File: src/rtl/lfsr_pkg.sv
// Shared constants, types and helpers for the LFSR encrypter slice.
// Holds the tap table, preamble byte, FSM encoding and the LFSR step function.
package lfsr_pkg;

    localparam int unsigned LFSR_W = 6;
    localparam int unsigned BYTE_W = 8;
    localparam int unsigned ADDR_W = 8;
    localparam int unsigned SEL_W  = 3;
    localparam int unsigned N_TAPS = 6;

    localparam logic [LFSR_W-1:0] LFSR_TAPS [N_TAPS] = '{
        6'h21, 6'h2D, 6'h30, 6'h33, 6'h36, 6'h39
    };

    localparam logic [BYTE_W-1:0] PREAMBLE_CHAR = 8'h5F;

    typedef enum logic [1:0] {
        ST_IDLE = 2'd0,
        ST_PRE  = 2'd1,
        ST_MSG  = 2'd2,
        ST_DONE = 2'd3
    } enc_state_t;

    typedef struct packed {
        logic              en;
        logic [ADDR_W-1:0] addr;
        logic [BYTE_W-1:0] data;
    } mem_wr_t;

    // Shift left, feedback is the parity of the tapped bits.
    function automatic logic [LFSR_W-1:0] lfsr_next(
        input logic [LFSR_W-1:0] state,
        input logic [LFSR_W-1:0] taps
    );
        return {state[LFSR_W-2:0], ^(state & taps)};
    endfunction

    // Out-of-range selectors map to zero taps; callers reject them separately.
    function automatic logic [LFSR_W-1:0] tap_lookup(input logic [SEL_W-1:0] sel);
        logic [LFSR_W-1:0] t;
        t = '0;
        for (int i = 0; i < int'(N_TAPS); i++) begin
            if (sel == SEL_W'(i)) t = LFSR_TAPS[i];
        end
        return t;
    endfunction

endpackage

File: src/rtl/lfsr6b.sv
// 6-bit Fibonacci LFSR shared with the lab 5 decrypter.
// init loads the start value; en advances one step per clock.
module lfsr6b
    import lfsr_pkg::*;
(
    input  logic              clk,
    input  logic              en,
    input  logic              init,
    input  logic [LFSR_W-1:0] taps,
    input  logic [LFSR_W-1:0] start,
    output logic [LFSR_W-1:0] state
);

    always_ff @(posedge clk) begin
        if (init) begin
            state <= start;
        end else if (en) begin
            state <= lfsr_next(state, taps);
        end
    end

endmodule

File: src/rtl/lfsr_encrypt.sv
// Encrypts a plaintext window into a preamble-prefixed ciphertext window of
// the same memory, one byte per clock, using an LFSR keystream.
module lfsr_encrypt
    import lfsr_pkg::*;
#(
    parameter int unsigned        PRE_LEN = 7,
    parameter int unsigned        MSG_LEN = 64,
    parameter logic [ADDR_W-1:0]  RD_BASE = 8'd0,
    parameter logic [ADDR_W-1:0]  WR_BASE = 8'd64
)(
    input  logic              clk,
    input  logic              init,
    input  logic              start,
    input  logic [SEL_W-1:0]  tap_sel,
    input  logic [LFSR_W-1:0] seed,
    output logic [ADDR_W-1:0] mem_raddr,
    input  logic [BYTE_W-1:0] mem_rdata,
    output logic              mem_wr_en,
    output logic [ADDR_W-1:0] mem_waddr,
    output logic [BYTE_W-1:0] mem_wdata,
    output logic              busy,
    output logic              done,
    output logic              error
);

    localparam int unsigned       CNT_W    = ADDR_W;
    localparam logic [CNT_W-1:0]  PRE_LAST = CNT_W'(PRE_LEN - 1);
    localparam logic [CNT_W-1:0]  MSG_LAST = CNT_W'(MSG_LEN - 1);
    localparam logic [CNT_W-1:0]  PRE_OFS  = CNT_W'(PRE_LEN);

    enc_state_t        state_q;
    enc_state_t        state_d;
    logic [CNT_W-1:0]  cnt_q;
    logic [LFSR_W-1:0] taps_q;
    logic [LFSR_W-1:0] lfsr_state;
    logic [LFSR_W-1:0] lfsr_load_val;
    logic              lfsr_load;
    logic              bad_q;
    logic              accept_c;
    logic              params_ok_c;
    logic              load_c;
    logic              last_c;
    logic [BYTE_W-1:0] key_c;
    mem_wr_t           wr_c;

    assign accept_c    = (state_q == ST_IDLE) && start;
    assign params_ok_c = (tap_sel < SEL_W'(N_TAPS)) && (seed != '0);
    assign load_c      = accept_c && params_ok_c;
    assign last_c      = (cnt_q == MSG_LAST);
    assign key_c       = {2'b00, lfsr_state};

    // Reset also loads zero so the keystream register has a defined value.
    assign lfsr_load     = load_c || init;
    assign lfsr_load_val = load_c ? seed : '0;

    lfsr6b u_lfsr (
        .clk   (clk),
        .en    (busy),
        .init  (lfsr_load),
        .taps  (taps_q),
        .start (lfsr_load_val),
        .state (lfsr_state)
    );

    // State register.
    always_ff @(posedge clk or posedge init) begin
        if (init) begin
            state_q <= ST_IDLE;
        end else begin
            state_q <= state_d;
        end
    end

    // Next-state logic.
    always_comb begin
        state_d = state_q;
        case (state_q)
            ST_IDLE: begin
                if (accept_c) state_d = params_ok_c ? ST_PRE : ST_DONE;
            end
            ST_PRE: begin
                if (last_c) begin
                    state_d = ST_DONE;
                end else if (cnt_q == PRE_LAST) begin
                    state_d = ST_MSG;
                end
            end
            ST_MSG: begin
                if (last_c) state_d = ST_DONE;
            end
            ST_DONE: state_d = ST_IDLE;
            default: state_d = ST_IDLE;
        endcase
    end

    // Memory port drive; the read is combinational so the write data follows it.
    always_comb begin
        wr_c      = '0;
        mem_raddr = '0;
        case (state_q)
            ST_PRE: begin
                wr_c.en   = 1'b1;
                wr_c.addr = WR_BASE + cnt_q;
                wr_c.data = PREAMBLE_CHAR ^ key_c;
            end
            ST_MSG: begin
                mem_raddr = RD_BASE + (cnt_q - PRE_OFS);
                wr_c.en   = 1'b1;
                wr_c.addr = WR_BASE + cnt_q;
                wr_c.data = mem_rdata ^ key_c;
            end
            default: ;
        endcase
    end

    assign mem_wr_en = wr_c.en;
    assign mem_waddr = wr_c.addr;
    assign mem_wdata = wr_c.data;

    // Counter, latched taps and status flags.
    always_ff @(posedge clk or posedge init) begin
        if (init) begin
            cnt_q  <= '0;
            taps_q <= '0;
            bad_q  <= 1'b0;
            busy   <= 1'b0;
            done   <= 1'b0;
            error  <= 1'b0;
        end else begin
            case (state_q)
                ST_IDLE: begin
                    if (accept_c) begin
                        cnt_q <= '0;
                        done  <= 1'b0;
                        error <= 1'b0;
                        bad_q <= !params_ok_c;
                        busy  <= params_ok_c;
                        if (params_ok_c) taps_q <= tap_lookup(tap_sel);
                    end
                end
                ST_PRE, ST_MSG: begin
                    cnt_q <= cnt_q + CNT_W'(1);
                    if (last_c) busy <= 1'b0;
                end
                ST_DONE: begin
                    done  <= 1'b1;
                    error <= bad_q;
                end
                default: ;
            endcase
        end
    end

endmodule

File: config.mk
export PLATFORM = sky130hd
export DESIGN_NAME = lfsr_encrypt
export DESIGN_NICKNAME = d
export VERILOG_FILES = /design/src/rtl/lfsr_pkg.sv /design/src/rtl/lfsr6b.sv /design/src/rtl/lfsr_encrypt.sv
export SDC_FILE = /design/constraint.sdc
export NUM_CORES = 1
export LEC_CHECK = 0
export ABC_CLOCK_PERIOD_IN_PS = 2600
export CELL_PAD_IN_SITES_DETAIL_PLACEMENT = 1
export CELL_PAD_IN_SITES_GLOBAL_PLACEMENT = 1
export CORE_ASPECT_RATIO = 0.9
export CORE_MARGIN = 4
export CORE_UTILIZATION = 37
export CTS_BUF_LIST = sky130_fd_sc_hd__clkbuf_4
export CTS_CLUSTER_DIAMETER = 150
export DETAILED_ROUTE_END_ITERATION = 7
export GPL_TIMING_DRIVEN = 0
export PLACE_DENSITY = 0.81
export RECOVER_POWER = 100
export REMOVE_ABC_BUFFERS = 1
export SYNTH_ARGS = -nofsm -noshare
export SYNTH_HDL_FRONTEND = slang
export SYNTH_SLANG_ARGS = --single-unit
File: constraint.sdc
create_clock -name clk -period 2.6 [get_ports clk]
set_input_delay 0.78 -clock clk [delete_from_list [all_inputs] [get_ports clk]]
set_output_delay 0.78 -clock clk [all_outputs]
set_load 0.005 [all_outputs]
==> metrics.md <==
| Metric | Value |
|---|---|
| Area Overhead vs Synth | 45.6% |
| DR pass1 iterations | 4 |
| DR vias | 1,855 |
| Setup WS pre-CTS | -0.780 ns |
| Top cells by area, synth | dfrtp_1, edfxtp_1, nand2_1, ha_1, and2_1 |
| Critical Path Source Type | register |
| Cell Pwr Density | 1240 mW/mm2 |
| Worst-Skew Late Latency | 0.32 ns |
| Worst R2R Setup Slack | 0.37 ns |
| Nets | 318 |
| WS Path Type | reg2out |
| Top cell type's share of synthesized area | 27.0% |
| Area leader, netlist | dfrtp_1 |
| First DRT Iteration DRCs | 104 |
| Vias per cell | 5.24 |
| First-pass GRT wire length | 9.83 mm |
| Syn Std Cell Area | 0.00185 mm2 |
| Crit path from | cnt_q[5] |
| WL final | 6.32 mm |
| Met1 Resource Use GR | 29.0% |
| Most numerous cell in the Yosys netlist | nand2_1 |
| CP Depth | 6 |
| Slowest cell on the critical path | dfrtp_2 |
| Async S/R FF share, synth | 76.9% |
| Mean Syn Cell Area | 8.65 um2 |
| Starting Density | 38.3% |
| Crit path DAT | 1.81 ns |
| Worst Setup EP | mem_raddr[7] |
| Max Clk Rate | 385 MHz |
| Max-cap violations | 0 |
| Worst clock skew | 0.00371 ns |
| Worst reg2reg path depth | 8 |
| Commonest cells post-synth | nand2_1, nor2_1, dfrtp_1 |
| Drt wl/cell | 17.9 um |
| Flops & latches, synth | 26 |
| Hold Crit Class | reg2reg |
| I/O pin count | 48 |
| Max VDD drop | 542 uV |
| Die area | 0.00620 mm2 |
| Die X | 82.5 um |
| Tcrit/Tclk final | 99.8% |
| Clock Tree Buf Depth | 2 |
| Worst Setup End Kind | output pin |
| FF-to-FF End | cnt_q[5] |
| GR Util All Layers | 20.8% |
| Diodes inserted | 0 |
| Crit path max fanout | 2 |
| Largest net degree at the start of global routing | 26 |
| Quantity of hold-fixing buffers added after cts | 0 |
| CTS tree | built |
| Hold Fails Final Rpt | 0 |
| Synth warn | 0 |
| Pins Over Slew Limit | 0 |
| TritonCTS buffer count | 3 |
| Vias in the first global route | 1,908 |
| Worst path required time | 1.82 ns |
| Clock transition at path regs | 0.14 ns |
| Post-route ant nets | 0 |
| Busiest grt layer | met2 |
| Setup ws final | 0.00558 ns |
| Die Y | 75.1 um |
| CP Cell Sequence | or3_4, buf_6, nor3b_4, xnor2_1, and2_1, buf_2 |
| Grt total ovfl | 0 |
| Smallest hold slack | 0.499 ns |
| Max stage delay on crit path | 0.43 ns |
| Run status | complete, no violations |
| Top cell family by delay on the critical path | simple AND/OR/NAND/NOR gates |
| Initial antenna violation count | 0 |
| Least-Margin Pin Slew | 0.991 ns |
| Residual DRC | 0 |
| Row count | 24 |
| Final setup violation count | 0 |
| Setup TNS | 0 ns |
| Grt met3 use | 2.27% |
| Cells after Synth | 214 |
| Tmin final | 2.59 ns |
| Share of cells above drive strength 1 | 27.7% |
| Post-synth top flop | dfrtp_1 |
| Core area | 0.00483 mm2 |
| IO Port Bufs | 47 |
| Buf/Inv on CP | 2 |
| Clock root buffer | clkbuf_4 |
| RSZ-0062 raised after global routing | true |
| Reg2Reg Launch Point | state_q[0] |
| # clock sinks | 26 |
| GPL Wtd Cong | 0.761 |
| Pleak | 1.19 nW |
| Met2 usage | 36.4% |
| Max-Slew Margin vs Limit | 33.9% |
| Htree depth | 1 |
| Hpwl dp | 3.60 mm |
| Post-synth EDFFs | 6 |
| Cell variety after synth | 48 |
| Seq/Total Area, Yosys | 36.8% |
[worst min-delay path by stage]
stage / start / slack (ns) / depth (start not counted) / endpoint
after global placement: taps_q[5] / 0.46 / 1 / taps_q[5]
after detailed placement: taps_q[5] / 0.46 / 1 / taps_q[5]
after global routing: taps_q[5] / 0.53 / 1 / taps_q[5]
after CTS: taps_q[5] / 0.49 / 1 / taps_q[5]
after floorplan: taps_q[5] / 0.44 / 1 / taps_q[5]
final: taps_q[5] / 0.50 / 1 / taps_q[5]
[repair_timing]
action | 4_1_cts | 5_1_grt
gates resized for setup | 73 | 33
pin swaps | 14 | 12
buffers inserted | 27 | 5
cloned | 2 | 0
endpoints found under the setup margin | 43 | 17
[placed cells by master (no fill, tap or decap), types with 8 or more instances in the layout]
master,count
o21ai_0,14
clkbuf_2,10
clkdlybuf4s50_1,17
dlygate4sd2_1,8
and2_1,12
a21oi_1,11
dfrtp_1,15
xnor2_1,8
buf_4,26
inv_1,8
xor2_1,9
nor2_1,22
nor2b_1,8
nand2_1,28
[sequential cells by signal, summed over array words and instances, names as in the netlist]
signal,flops
u_lfsr.state,6
bad_q,1
cnt_q,8
state_q,2
done,1
taps_q,6
error,1
busy,1
[worst reg2reg max path, cell delays in order (launching register included)]
cell and delay [ns]:
dfrtp_1 0.42, inv_1 0.19, ha_4 0.26, buf_4 0.14, buf_6 0.13, mux2i_1 0.54
nor3_1 0.14, xnor2_1 0.24, nor2_1 0.07
[metal layers]
layer / vias up / wire [um]
li1: 879 / -
met1: 930 / 2740
met2: 39 / 3250
met3: 7 / 259
met4: 0 / 66
met5: - / 0
[through the flow]
| step | instances | total power, mW | area (um2) | utilization [%] |
|---|---|---|---|---|
| 2_1_floorplan | 204 | 1.79 | 1790 | - |
| 3_3_place_gp | 316 | 2.49 | 2340 | 48.5 |
| 3_5_place_dp | 316 | 2.55 | 2340 | 48.5 |
| 4_1_cts | 349 | 3.26 | 2710 | 56.1 |
| 5_1_grt | 354 | 3.62 | 2700 | 55.7 |
| 6_report | 354 | 3.35 | 2700 | 55.7 |
[kinds of logic (layout without fill, tap and decap cells)]
family | after synthesis | in the layout | synth area share, %
xor+xnor | 18 | 18 | 9.26
compound gates | 42 | 43 | 14.9
fa+ha+maj | 8 | 8 | 5.41
simple gates | 96 | 97 | 25.8
buf+inv | 19 | 92 | 5.00
flops | 26 | 26 | 36.8
mux | 5 | 5 | 2.84
[cell type report]
type,count,area [um2]
clock buffer,3,22.5
tap,65,81.3
clock inverter,1,3.75
fill,585,2140
inverter,9,36.3
sequential,26,687
timing repair buffer,79,644
multi-input combinational,171,1220
[power by group]
group          internal (mW)  total, mW  switching, mW
clock network         0.0563      0.178          0.122
registers              0.609      0.782          0.173
logic                   1.22       2.39           1.16
(Power assumes the default switching activity.)
